--- src/rtl/chip8_rom_loader.sv ---
// CHIP-8 ROM loader: streams a host image into CPU memory.
// Owns the upload port mux, optional zero-fill, guard gaps.
module chip8_rom_loader #(
  parameter logic [11:0] LOAD_BASE    = 12'h200,
  parameter logic [11:0] MEM_TOP      = 12'hFFF,
  parameter bit          CLEAR_EN     = 1'b1,
  parameter int unsigned GUARD_CYCLES = 4
) (
  input  logic        clk,
  input  logic        reset_i,
  input  logic        start,
  input  logic        host_valid,
  input  logic [7:0]  host_data,
  input  logic        host_last,
  output logic        host_ready,
  output logic        uploading,
  output logic        upload_en,
  output logic [11:0] upload_addr,
  output logic [7:0]  upload_data,
  output logic [11:0] byte_count,
  output logic        overflow,
  output logic        done
);

  localparam logic [11:0] IMG_MAX    = MEM_TOP - LOAD_BASE + 12'd1;
  localparam logic [7:0]  GUARD_LAST = 8'(GUARD_CYCLES - 1);
  localparam logic [7:0]  GUARD_END  = 8'(GUARD_CYCLES);

  typedef enum logic [2:0] {
    S_IDLE,
    S_PRE,
    S_CLEAR,
    S_LOAD,
    S_DRAIN,
    S_POST,
    S_DONE
  } state_t;

  state_t      state_q, state_d;
  logic [7:0]  guard_q, guard_d;
  logic [11:0] ptr_q, ptr_d;
  logic        ready_q, ready_d;
  logic        up_q, up_d;
  logic        en_q, en_d;
  logic [11:0] addr_q, addr_d;
  logic [7:0]  data_q, data_d;
  logic [11:0] cnt_q, cnt_d;
  logic        ovf_q, ovf_d;
  logic        done_q, done_d;
  logic        accept;

  assign accept = host_valid & ready_q;

  // Next-state and registered-output computation.
  always_comb begin
    state_d = state_q;
    guard_d = guard_q;
    ptr_d   = ptr_q;
    ready_d = ready_q;
    up_d    = up_q;
    en_d    = 1'b0;
    addr_d  = addr_q;
    data_d  = data_q;
    cnt_d   = cnt_q;
    ovf_d   = ovf_q;
    done_d  = 1'b0;
    unique case (state_q)
      S_IDLE: begin
        if (start) begin
          state_d = S_PRE;
          up_d    = 1'b1;
          ovf_d   = 1'b0;
          cnt_d   = '0;
          guard_d = '0;
          ptr_d   = LOAD_BASE;
          addr_d  = LOAD_BASE;
        end
      end
      S_PRE: begin
        if (guard_q == GUARD_LAST) begin
          ptr_d  = LOAD_BASE;
          addr_d = LOAD_BASE;
          if (CLEAR_EN) begin
            state_d = S_CLEAR;
            en_d    = 1'b1;
            data_d  = '0;
          end else begin
            state_d = S_LOAD;
            ready_d = 1'b1;
          end
        end else begin
          guard_d = guard_q + 8'd1;
        end
      end
      S_CLEAR: begin
        if (addr_q == MEM_TOP) begin
          state_d = S_LOAD;
          ready_d = 1'b1;
          ptr_d   = LOAD_BASE;
        end else begin
          en_d   = 1'b1;
          addr_d = addr_q + 12'd1;
          data_d = '0;
        end
      end
      S_LOAD: begin
        if (accept) begin
          en_d   = 1'b1;
          addr_d = ptr_q;
          data_d = host_data;
          if (cnt_q != IMG_MAX) cnt_d = cnt_q + 12'd1;
          if (ptr_q != MEM_TOP) ptr_d = ptr_q + 12'd1;
          if (host_last) begin
            state_d = S_POST;
            ready_d = 1'b0;
            guard_d = '0;
          end else if (ptr_q == MEM_TOP) begin
            state_d = S_DRAIN;
          end
        end
      end
      S_DRAIN: begin
        if (accept) begin
          ovf_d = 1'b1;
          if (host_last) begin
            state_d = S_POST;
            ready_d = 1'b0;
            guard_d = 8'd1;
          end
        end
      end
      S_POST: begin
        if (guard_q == GUARD_END) begin
          state_d = S_DONE;
          up_d    = 1'b0;
          done_d  = 1'b1;
        end else begin
          guard_d = guard_q + 8'd1;
        end
      end
      S_DONE: begin
        state_d = S_IDLE;
      end
      default: begin
        state_d = S_IDLE;
      end
    endcase
  end

  // State and output registers; reset aborts a load at once.
  always_ff @(posedge clk or posedge reset_i) begin
    if (reset_i) begin
      state_q <= S_IDLE;
      guard_q <= '0;
      ptr_q   <= '0;
      ready_q <= 1'b0;
      up_q    <= 1'b0;
      en_q    <= 1'b0;
      addr_q  <= '0;
      data_q  <= '0;
      cnt_q   <= '0;
      ovf_q   <= 1'b0;
      done_q  <= 1'b0;
    end else begin
      state_q <= state_d;
      guard_q <= guard_d;
      ptr_q   <= ptr_d;
      ready_q <= ready_d;
      up_q    <= up_d;
      en_q    <= en_d;
      addr_q  <= addr_d;
      data_q  <= data_d;
      cnt_q   <= cnt_d;
      ovf_q   <= ovf_d;
      done_q  <= done_d;
    end
  end

  assign host_ready  = ready_q;
  assign uploading   = up_q;
  assign upload_en   = en_q;
  assign upload_addr = addr_q;
  assign upload_data = data_q;
  assign byte_count  = cnt_q;
  assign overflow    = ovf_q;
  assign done        = done_q;

endmodule

--- config.mk ---
export PLATFORM = sky130hd
export DESIGN_NAME = chip8_rom_loader
export DESIGN_NICKNAME = d
export VERILOG_FILES = /design/src/rtl/chip8_rom_loader.sv
export SDC_FILE = /design/constraint.sdc
export NUM_CORES = 1
export LEC_CHECK = 0
export ABC_AREA = 0
export CAP_MARGIN = 5
export CORE_UTILIZATION = 55
export DETAILED_ROUTE_END_ITERATION = 12
export PLACE_DENSITY = 0.81
export SLEW_MARGIN = 15
export SYNTH_ARGS = -nofsm -noshare
export SYNTH_HDL_FRONTEND = slang
export SYNTH_SLANG_ARGS = --single-unit
export TNS_END_PERCENT = 10
--- constraint.sdc ---
create_clock -name clk -period 2.6 [get_ports clk]
set_clock_uncertainty 0.1 [all_clocks]
set_input_delay 0.39 -clock clk [delete_from_list [all_inputs] [get_ports clk]]
set_output_delay 0.39 -clock clk [all_outputs]
set_load 0.05 [all_outputs]
==> results of run 1 <==
[metal layers]
metal / GRT usage [%] / up-vias / wire (um)
met5: 0 / - / 0
met3: 6.11 / 11 / 576
li1: - / 1579 / -
met1: 38.8 / 1616 / 3900
met4: 11.8 / 0 / 125
met2: 45.1 / 156 / 4110
[layout make-up]
cell class              count  share of cell area (%)
repair buffers             65                    14.4
multi-input cells         300                    42.2
well taps                  75                    2.17
clock buffers              11                    3.51
clock inverters             4                    1.68
flip-flops and latches     60                    34.8
inverters                  14                    1.22
[worst max path at each step]
stage	cells past startpoint	slack, ns	endpoint
2_1_floorplan	6	0.06	ptr_q[4]
3_3_place_gp	6	0.22	byte_count[9]
3_5_place_dp	6	0.20	byte_count[9]
4_1_cts	4	0.27	upload_data[4]
5_1_grt	5	0.05	state_q[0]
6_report	6	0.26	upload_addr[9]
[state kept, by name, indices dropped and copies added (netlist names)]
name,flops
state_q,3
uploading,1
host_ready,1
upload_addr,12
byte_count,12
upload_data,8
ptr_q,12
done,1
overflow,1
upload_en,1
guard_q,8
[synth_stat cells, types with 2 or more instances]
cell type,n
xor2_1,6
or3_1,3
or3b_1,3
buf_6,2
ha_1,6
dfrtp_1,60
buf_2,4
and4_1,2
a31oi_1,6
a32oi_1,4
nor4b_1,2
nor2b_1,3
mux2i_1,4
nand2_1,57
nor3b_1,4
o41ai_1,2
nor4_2,2
clkbuf_1,13
a22o_1,4
nand4_1,12
a32o_1,4
inv_1,14
nor2_1,25
o2bb2ai_1,2
nor3_1,9
o31ai_1,4
or4_1,4
a41oi_1,2
and2_1,4
nand2b_1,2
nand3_1,24
o221ai_1,2
and3_1,13
a311oi_1,3
o21ai_0,38
a21oi_1,17
nor3_2,2
[power groups by stage]
| stage | Combinational (mW) | Sequential, mW | Clock, mW |
|---|---|---|---|
| 3_5_place_dp | 0.0544 | 0.953 | 0 |
| 3_3_place_gp | 0.0537 | 0.953 | 0 |
| 6_report | 0.0529 | 0.935 | 0.962 |
| 4_1_cts | 0.0550 | 0.935 | 0.975 |
| 2_1_floorplan | 0.0194 | 0.955 | 0 |
| 5_1_grt | 0.0592 | 0.934 | 1.02 |
[cells by family after synthesis]
family,Yosys count,share of synthesized area [%]
AND/OR/NAND/NOR,177,26.5
AO/OA/AOI/OAI,105,20.6
flip-flops,60,43.2
buffers and inverters,34,4.25
XOR/XNOR,7,1.77
adder cells (fa/ha/maj),6,2.16
multiplexers,5,1.48
[metrics by stage]
step | worst slack, ns | utilization (%)
2_1_floorplan | 0.0641 | -
3_3_place_gp | 0.221 | 68.4
3_5_place_dp | 0.204 | 68.4
4_1_cts | 0.268 | 72.1
5_1_grt | 0.0539 | 72.1
6_report | 0.264 | 72.1
[worst reg2reg max path, cell delays in order (launching register included)]
cell,delay (ns)
dfrtp_1,0.38
ha_1,0.25
or3b_1,0.39
a31o_4,0.29
or3_1,0.51
o21ai_0,0.22
o21ai_1,0.09
==> reports/metrics.cfg, run 1 <==
[pwr]
switching_share_pct = 20.9
power.static_leakage_nw = 1.84
seqPwrFrac_pct = 48.0
cellPowerDensity_nw_per_um2 = 451
clockPowerShare_pct = 49.3
p_sw_mw = 0.408
combPwrFrac_pct = 2.7
finalPower_mw = 1.95
internal_power_mw = 1.54
vdd_drop_max_v = 0.000350

[synthesis]
async_flop_share_pct = 100
netlist.area_leader.share_pct = 43.2
synth_fp_nets = 413
ys_top_cells_by_area = dfrtp_1, nand2_1, o21ai_0, nand3_1, nor2_1
netlist_area_sq_um = 3470
synth_cell_types = 63
synth_edf_count = 0
synth_seq_cells = 60
yosysWarnings = 0
ys_seq_area_share_pct = 43.2
synth_ff_type = dfrtp_1
syn-mean-instance-area_sq_um = 8.82
post-synth-top-area-cell = dfrtp_1
synthCells = 394

[cts]
cts_resized = 0
clk_pin_slew_ns = 0.07
post_cts.repair.setup_buffers = 0
hold_buffers = 0
cts_sinks = 60
clock_latency_ns = 0.35
cts_tree = built
clock_path_buffers = 2
cts-root-buf = clkbuf_8
numCtsBuffers = 9
htree_levels = 3

[floorplan]
rows = 28
die_height_um = 81.5
dieArea_sq_um = 6640
start_util_pct = 58.0
fp.coreArea_sq_um = 5990
io_pins = 50
die_w_um = 81.5

[global_route]
gr-total-overflow = 0
grt_pass1_vias = 2999
grt_pass1_wl_mm = 14.3
grt_antenna_before_repair = 0
grt_max_degree = 61
grtUsageTotal_pct = 28.8

[timing]
layout_min_cycle_time_ns = 2.34
tightest_slew_ns = 0.631
min_period_over_period_pct = 89.8
rsz0062_at_grt = false
holdWs_ns = 0.310
hold_viol_final = 0
finalSetupViolations = 0
slew-limit-headroom_pct = 58.0
maxClockFrequency_mhz = 428
fin_tns_setup_ns = 0
slew_viol_final = 0

[critical_path]
endpoint_kind = flop
cp.buffers_inverters = 0
critPathKind = reg -> reg
crit_chain = ha_1 -> or3b_1 -> a31o_4 -> or3_1 -> o21ai_0 -> o21ai_1
rrSetupSlack_ns = 0.26
max_stage_delay_ns = 0.51
rr_worst_depth = 6
slowest_stage = or3_1
worstPathMaxFanout = 7
critPathLaunch = guard_q[0]
start_kind = flop
required_ns = 2.73
worstReg2RegEnd = upload_addr[9]
cp_top_family = simple AND/OR/NAND/NOR gates
arrival_ns = 2.47
r2r-start = guard_q[0]

[place]
routabilityCongestion = 0.894
place_area_sq_um = 4100
placed_cells = 514
io_buffers = 49
dp_hpwl_mm = 5.93

[run]
drv_cap = 0

[routing]
first_pass_iters = 5
vias = 3362
ant_nets = 0
vias_per_cell = 6.36
avgRoutedWirePerCell_um = 16.5
drt_iter0_drc = 332
drc_errors = 0
wl_mm = 8.71

[final_layout]
drive_above_1_share_pct = 9.25
finalInstanceArea_sq_um = 4320
fillCellCount = 446
diodes = 0
seqCellArea_sq_um = 1500
layout.nets = 469
finalNonFillerCells = 529
multi_input_area_sq_um = 1820
final_cell_mix = dfrtp_1, nand2_1, clkdlybuf4s50_1
layout_commonest_cell = dfrtp_1
area_growth_pct = 24.4

[run_status]
outcome = complete, no violations

[min_path]
holdCritPathClass = in -> async

No activity file was read; power rests on OpenSTA's default activity.
==> run 2, diff against run 1 <==
--- a/config.mk
+++ b/config.mk
@@ -6,7 +6,6 @@
 export NUM_CORES = 1
 export LEC_CHECK = 0
 export ABC_AREA = 0
-export CAP_MARGIN = 5
 export CORE_UTILIZATION = 55
 export DETAILED_ROUTE_END_ITERATION = 12
 export PLACE_DENSITY = 0.81
==> results of run 2 <==
Final layout, timing and power as in run 1 (identical DEF).
